### config.mk
export PLATFORM = sky130hd
export DESIGN_NAME = dcache_controller
export DESIGN_NICKNAME = d
export VERILOG_FILES = /design/src/rtl/dcache_controller.sv
export SDC_FILE = /design/constraint.sdc
export NUM_CORES = 1
export LEC_CHECK = 0
export BUFFER_PORTS_ARGS = -buffer_cell sky130_fd_sc_hd__buf_2
export CORE_UTILIZATION = 50
export CTS_BUF_LIST = sky130_fd_sc_hd__clkbuf_8
export CTS_CLUSTER_SIZE = 20
export DETAILED_ROUTE_END_ITERATION = 10
export MAX_ROUTING_LAYER = met4
export PLACE_DENSITY_LB_ADDON = 0.12
export SLEW_MARGIN = 20
export SYNTH_ARGS = -nofsm -noshare
export SYNTH_HDL_FRONTEND = slang
export SYNTH_SLANG_ARGS = --single-unit
### constraint.sdc
create_clock -name clk -period 17.1 [get_ports clk]
set_clock_uncertainty 0.1 [all_clocks]
set_input_delay 5.13 -clock clk [delete_from_list [all_inputs] [get_ports clk]]
set_output_delay 5.13 -clock clk [all_outputs]
set_load 0.03 [all_outputs]
### src/rtl/dcache_controller.sv
`default_nettype none
// ============================================================================
// Module      : dcache_controller
// Description : Direct-mapped, write-through, no-write-allocate data cache
//               controller between a load/store unit and main memory. Holds
//               tag/valid/data storage and a blocking miss FSM that refills a
//               whole line word by word on a read miss.
// Revision    : 1.0 - initial release
// ----------------------------------------------------------------------------
// Ports:
//   clk          system clock, all state changes on the rising edge
//   rst          synchronous active-high reset
//   cpu_req_i    CPU access request, fields held stable until cpu_ready_o
//   cpu_we_i     1 = store, 0 = load
//   cpu_addr_i   byte address (bits [1:0] ignored, word accesses only)
//   cpu_wdata_i  store data
//   cpu_rdata_o  load data, valid when cpu_ready_o && !cpu_we_i
//   cpu_ready_o  access completes this cycle (combinational)
//   mem_req_o    memory request, held until mem_ready_i
//   mem_we_o     1 = memory write, 0 = memory read
//   mem_addr_o   word-aligned memory byte address
//   mem_wdata_o  memory write data
//   mem_rdata_i  memory read data, valid with mem_ready_i
//   mem_ready_i  memory transfer done this cycle
// ============================================================================
module dcache_controller #(
    parameter int NUM_LINES      = 8,
    parameter int WORDS_PER_LINE = 4
) (
    input  logic        clk,
    input  logic        rst,
    input  logic        cpu_req_i,
    input  logic        cpu_we_i,
    input  logic [31:0] cpu_addr_i,
    input  logic [31:0] cpu_wdata_i,
    output logic [31:0] cpu_rdata_o,
    output logic        cpu_ready_o,
    output logic        mem_req_o,
    output logic        mem_we_o,
    output logic [31:0] mem_addr_o,
    output logic [31:0] mem_wdata_o,
    input  logic [31:0] mem_rdata_i,
    input  logic        mem_ready_i
);

    localparam int OB    = $clog2(WORDS_PER_LINE);
    localparam int IB    = $clog2(NUM_LINES);
    localparam int TAG_W = 30 - OB - IB;
    localparam logic [OB-1:0] LAST_WORD = OB'(WORDS_PER_LINE - 1);

    typedef enum logic [1:0] {
        S_IDLE          = 2'd0,
        S_REFILL        = 2'd1,
        S_WRITE_THROUGH = 2'd2
    } state_e;

    state_e               state_q;
    logic [OB-1:0]        cnt_q;
    logic [NUM_LINES-1:0] valid_q;
    logic [TAG_W-1:0]     tag_q  [NUM_LINES];
    logic [31:0]          data_q [NUM_LINES][WORDS_PER_LINE];

    // Address decomposition of the (held) CPU address
    logic [OB-1:0]    addr_off;
    logic [IB-1:0]    addr_idx;
    logic [TAG_W-1:0] addr_tag;
    logic             unused_addr_lsbs;

    assign addr_off         = cpu_addr_i[OB+1:2];
    assign addr_idx         = cpu_addr_i[OB+IB+1:OB+2];
    assign addr_tag         = cpu_addr_i[31:OB+IB+2];
    assign unused_addr_lsbs = ^cpu_addr_i[1:0];

    logic hit;
    logic rd_hit;
    logic wt_done;
    logic refill_beat;
    logic refill_last;

    assign hit         = valid_q[addr_idx] && (tag_q[addr_idx] == addr_tag);
    assign rd_hit      = (state_q == S_IDLE) && cpu_req_i && !cpu_we_i && hit;
    assign wt_done     = (state_q == S_WRITE_THROUGH) && mem_ready_i;
    assign refill_beat = (state_q == S_REFILL) && mem_ready_i;
    assign refill_last = refill_beat && (cnt_q == LAST_WORD);

    // CPU side: hits answer in the request cycle, stores on the memory ack
    assign cpu_ready_o = rd_hit || wt_done;
    assign cpu_rdata_o = rd_hit ? data_q[addr_idx][addr_off] : 32'h0;

    // Memory side: all fields derive from registered state and the held CPU
    // request, so they stay constant while waiting for mem_ready_i.
    assign mem_req_o   = (state_q != S_IDLE);
    assign mem_we_o    = (state_q == S_WRITE_THROUGH);
    assign mem_addr_o  = (state_q == S_REFILL) ? {cpu_addr_i[31:OB+2], cnt_q, 2'b00}
                                               : {cpu_addr_i[31:2], 2'b00};
    assign mem_wdata_o = cpu_wdata_i;

    // Control FSM: state, refill word counter and valid bits
    always_ff @(posedge clk) begin
        if (rst) begin
            state_q <= S_IDLE;
            cnt_q   <= '0;
            valid_q <= '0;
        end else begin
            case (state_q)
                S_IDLE: begin
                    if (cpu_req_i) begin
                        if (cpu_we_i) begin
                            state_q <= S_WRITE_THROUGH;
                        end else if (!hit) begin
                            // Line is invalid while it is being overwritten
                            state_q           <= S_REFILL;
                            cnt_q             <= '0;
                            valid_q[addr_idx] <= 1'b0;
                        end
                    end
                end
                S_REFILL: begin
                    if (mem_ready_i) begin
                        cnt_q <= cnt_q + 1'b1;
                        if (cnt_q == LAST_WORD) begin
                            valid_q[addr_idx] <= 1'b1;
                            state_q           <= S_IDLE;
                        end
                    end
                end
                S_WRITE_THROUGH: begin
                    if (mem_ready_i) begin
                        state_q <= S_IDLE;
                    end
                end
                default: state_q <= S_IDLE;
            endcase
        end
    end

    // Tag and data storage are not reset; validity alone qualifies them.
    always_ff @(posedge clk) begin
        if (!rst) begin
            if (refill_beat) begin
                data_q[addr_idx][cnt_q] <= mem_rdata_i;
            end
            if (refill_last) begin
                tag_q[addr_idx] <= addr_tag;
            end
            // Write hit updates the cached copy; write miss does not allocate
            if (wt_done && hit) begin
                data_q[addr_idx][addr_off] <= cpu_wdata_i;
            end
        end
    end

endmodule
`default_nettype wire

## After elaboration in Yosys (flattened, before gate mapping)

Memory sizes are Yosys's and may differ from the RTL's.
Index checks and enable logic that the tools add are counted.

- Memories kept: 2
- Input port bits: 101
- Bits in registers: 12
- RAM bits: 1224
- Output and inout port bits: 99
- Logic and storage cells: 343

Memory list:

| memory | words | width | read ports | clocked after memory_dff | write ports | RTL line | text |
|---|---|---|---|---|---|---|---|
| data_q | 8 | 128 | 1 | 0 | 1 | 61 | `logic [31:0] data_q [NUM_LINES][WORDS_PER_LINE];` |
| tag_q | 8 | 25 | 1 | 0 | 1 | 60 | `logic [TAG_W-1:0] tag_q [NUM_LINES];` |

- Add/sub/neg operators: 1
- Equal/unequal tests: 11
- Bitwise operators: 133
- Mux-type cells: 168
- Magnitude comparators: 6
- Reductions and logical operators: 19

Operators by type and width:

| operator | number |
|---|---|
| $mux 128 | 2 |
| $mux 32 | 5 |
| $mux 1 | 137 |
| $demux 32 s2 | 2 |
| $or 1x1->1 | 128 |
| $bmux 32 s2 | 1 |
| $mux 8 | 5 |
| $eq 25x25->1 | 1 |
| $mux 2 | 10 |
| $pmux 8 s2 | 1 |
| $logic_and 1x1->1 | 11 |
| $reduce_and 5->1 | 2 |
| $and 8x8->8 | 1 |
| $ne 2x2->1 const B | 4 |
| $not 8->8 | 1 |
| $or 8x8->8 | 1 |
| $ge 3x3->1 const B | 2 |
| $lt 3x1->1 const B | 2 |
| $not 2->3 | 2 |
| $pmux 2 s3 | 1 |
| $reduce_and 6->1 | 1 |
| $eq 2x2->1 const B | 2 |
| $lt 3x4->1 const B | 1 |
| $mux 4 | 1 |
| other kinds (12) | 14 |

## Longest topological paths before layout

- Depth after elaboration: 10
- Mapped depth: 14
- Mapped depth without buffers: 7

## Worst setup path before layout

Ideal clock, no wire load.

- Path kind: input -> output
- Start: input port cpu_addr_i[4]
- End: output port cpu_rdata_o[24]
- Stages on the path: 10
- Arrival time: 8726 ps
- Setup slack: 3144 ps
- Required time: 11870 ps
- Path buffers: 3
- Path through: buf_2 > clkbuf_1 > mux4_2 > mux2i_1 > xor2_1 > nand4_1 > nor3_1 > nand4_1 > clkbuf_1 > a2111oi_0

- Longest elaborated chain between the ends: 5
- Elaborated cells between the ends (all ways): 11
- Classes of those cells: eq/ne: 1; mux: 6; reduce/logical: 2; memory: 2

RTL lines:

| what | RTL line | text |
|---|---|---|
| start: declaration | 34 | `input logic [31:0] cpu_addr_i,` |
| $mem_v2 8x25 (tied with other cells) | n/a |  |
| $eq 25x25->1 (tied with other cells) | 80 | `assign hit = valid_q[addr_idx] && (tag_q[addr_idx] == addr_tag);` |
| $logic_and 1x1->1 or $mux 32 (tied branches) | 80, 88 |  |
| $logic_and 1x1->1 or $mux 32 (tied branches) | 81, 88 |  |
| $mux 32 * | 88 | `assign cpu_rdata_o = rd_hit ? data_q[addr_idx][addr_off] : 32'h0;` |
| end: declaration | 36 | `output logic [31:0] cpu_rdata_o,` |

Mark *: on every way between the ends. The rest lies on a longest branch, timed or not. The select of a mux whose other input is x is not followed.

## Final worst setup path

- Start: input port cpu_addr_i[4]
- End: output port cpu_rdata_o[21]

Same word-level chain as after synthesis.

==> flow_summary.yaml <==
run_status:
  status: "finished, final reports clean"
worst_setup_path:
  arrival_ps: 9750
  crit_path_end_kind: "output pin"
  crit_path_top_delay_cell: "a2111oi_0"
  worstSetupPathType: "primary input to output pin"
  required_ps: 11870
  crit_chain: "buf_8, buf_4, or2_2, buf_4, o22ai_1, a211oi_1, nand4_1, nor3_1, nand4_1, buf_4, a2111oi_0, buf_2"
  start_kind: "primary input"
  crit_path_start: "cpu_addr_i[4]"
  max_stage_delay_ps: 980
  r2r-start: "tag_q[7][0]$_DFFE_PP_"
  crit_fanout: 90
  crit_top_cell: "buf_4"
synth:
  netlist-cell-type-count: 62
  syn-cell-area_sq_um: 48900
  synth.avg_cell_area_sq_um: 17.1
  ys_seq_area_share_pct: 75.7
  async_reset_ff_share_pct: 0
  synth_edf_count: 1224
  synth-warning-count: 0
  syn_inst: 2851
  synth-main-ff-cell: "edfxtp_1"
  synth-seq-cells: 1236
cts:
  hold_buffers: 0
  cts.sinks: 1236
  ctsRootBufferMaster: "clkbuf_8"
  path_clk_slew_ps: 60
  post_cts_buffers: 0
  cts_tree: "built"
  htree_levels: 4
  cts_buffers: 196
  post_cts_resized: 0
  insertion_delay_ps: 860
  clockBufferDepth: 3
route:
  drcViolationCount: 0
  dr.max_layer_used: "met4"
  drt-pass1-iter-count: 8
  initialDrtViolationCount: 3723
  postRouteAntennaNets: 0
  wl_mm: 152
  route.met3.wl_mm: 14.0
  viasPerCell: 6.64
  vias: 30000
  met2_length_mm: 73.4
  wl_met1_mm: 59.9
  wl_per_cell_um: 33.7
layout:
  mostFrequentLayoutCells: "edfxtp_1, o22ai_1, clkbuf_8, buf_2, mux2_2"
  fin_area_sq_um: 54800
  nets: 3201
  fillers: 7516
  fin_util_pct: 56.7
  seqCellArea_sq_um: 37000
  multi_input_area_sq_um: 11000
  final_layout_size_suffix_gt1_share_pct: 23.2
  syn_to_final_growth_pct: 12.2
  final_common_cell: "edfxtp_1"
power:
  power_density_nw_per_um2: 108
  power.leakage_nw: 17.7
  peakVddDrop_v: 0.0000804
die:
  die_h_um: 315
  start_util_pct: 50.5
  io_pins: 200
  die_x_um: 315
  core_area_sq_um: 96700
  die_area_sq_um: 99000
  num_rows: 114
placement:
  placed_area_sq_um: 51500
  gp_congestion: 0.811
  io_buffer_count: 195
  dp_hpwl_mm: 84.6
  dp_slack_ps: 2170
global_route:
  antenna_found_initial: 4
  grtUsageTotal_pct: 31.8
  grt_pass1_vias: 29400
  grt-ovfl-total: 0
  grt_pass1_wl_mm: 213
  grt_max_degree: 91
timing:
  hold_violations: 0
  min_period_over_period_pct: 87.6
  relSlewSlack_pct: 22.9
  finalWorstSetupSlack_ps: 2120
  finalSetupViolCount: 0
  tightest_slew_ps: 1130
  period_needed_ps: 14980
  drv_slew: 0
  fmax_ghz: 0.0667
  rsz0062_at_grt: "no"
  worst_hold_slack_ps: 416
  fin_tns_setup_ps: 0
min_path:
  hold_class: "register to register"
flow_run:
  maxCapViolations: 0
[worst max-delay path: cells and delay by family]
kind	cells	cell delay, ps
AOI/OAI and AO/OA	3	1650
buffers and inverters	5	2160
and+or+nand+nor	4	720
[worst paths after layout]
check / endpoint / slack [ps] / cells after the start
min: register / 420 / 2
max reg2reg: data_q[7][14]$_DFFE_PP_ / 12180 / 9
min reg2reg: register / 420 / 2
max: cpu_rdata_o[21] / 2120 / 12
[sequential cells by signal, indices dropped and copies added, names as in the netlist, named ones only]
| name | count |
|---|---|
| cnt_q | 2 |
| tag_q | 200 |
| data_q | 1024 |
| state_q | 2 |
[power breakdown]
group          switching [mW]  total [mW]  internal (mW)
Sequential            0.00127        3.33           3.33
Combinational           0.240       0.344          0.105
Clock                    1.12        2.22           1.11
[layout make-up]
| cell class | count | area share (%) |
|---|---|---|
| Inverter | 8 | 0.0548 |
| Antenna cell | 3 | 0.0137 |
| Sequential cell | 1236 | 67.5 |
| Multi-Input combinational cell | 1351 | 20.0 |
| Tap cell | 1276 | 2.91 |
| Clock inverter | 133 | 1.07 |
| Clock buffer | 201 | 5.05 |
| Timing Repair Buffer | 303 | 3.39 |
[logic make-up after synthesis]
kind of cell / share of synthesized area [%]
other: 0.00768
DFF: 75.7
muxes: 8.73
AOI/OAI and AO/OA: 9.31
xor gates and xnor gates: 0.108
adders and majority gates: 0.102
and+or+nand+nor: 3.35
buffers and inverters: 2.67
[Yosys cell counts, drive strengths merged, types with 29 or more instances]
master  instances  area, sq um
a21oi          80          400
buf           144          852
clkbuf        113          424
edfxtp       1224        36800
mux2          261         2940
mux2i          67          671
mux4           29          653
nand2          33          124
nor2           91          342
nor4           46          300
o21ai          40          200
o221ai         66          578
o22ai         335         2100
[stage by stage]
stage	std cells	power, mW
final	4511	5.90
after global routing	4511	6.06
after CTS	4508	5.92
after detailed placement	4174	3.73
after global placement	4174	3.73
after floorplan	2852	3.60
[routing by layer]
metal	up-vias	track usage, %
li1	12300	-
met1	15600	41.8
met2	1768	50.1
met3	324	5.57
met4	0	10.8
met5	-	-
(Power assumes the default switching activity.)
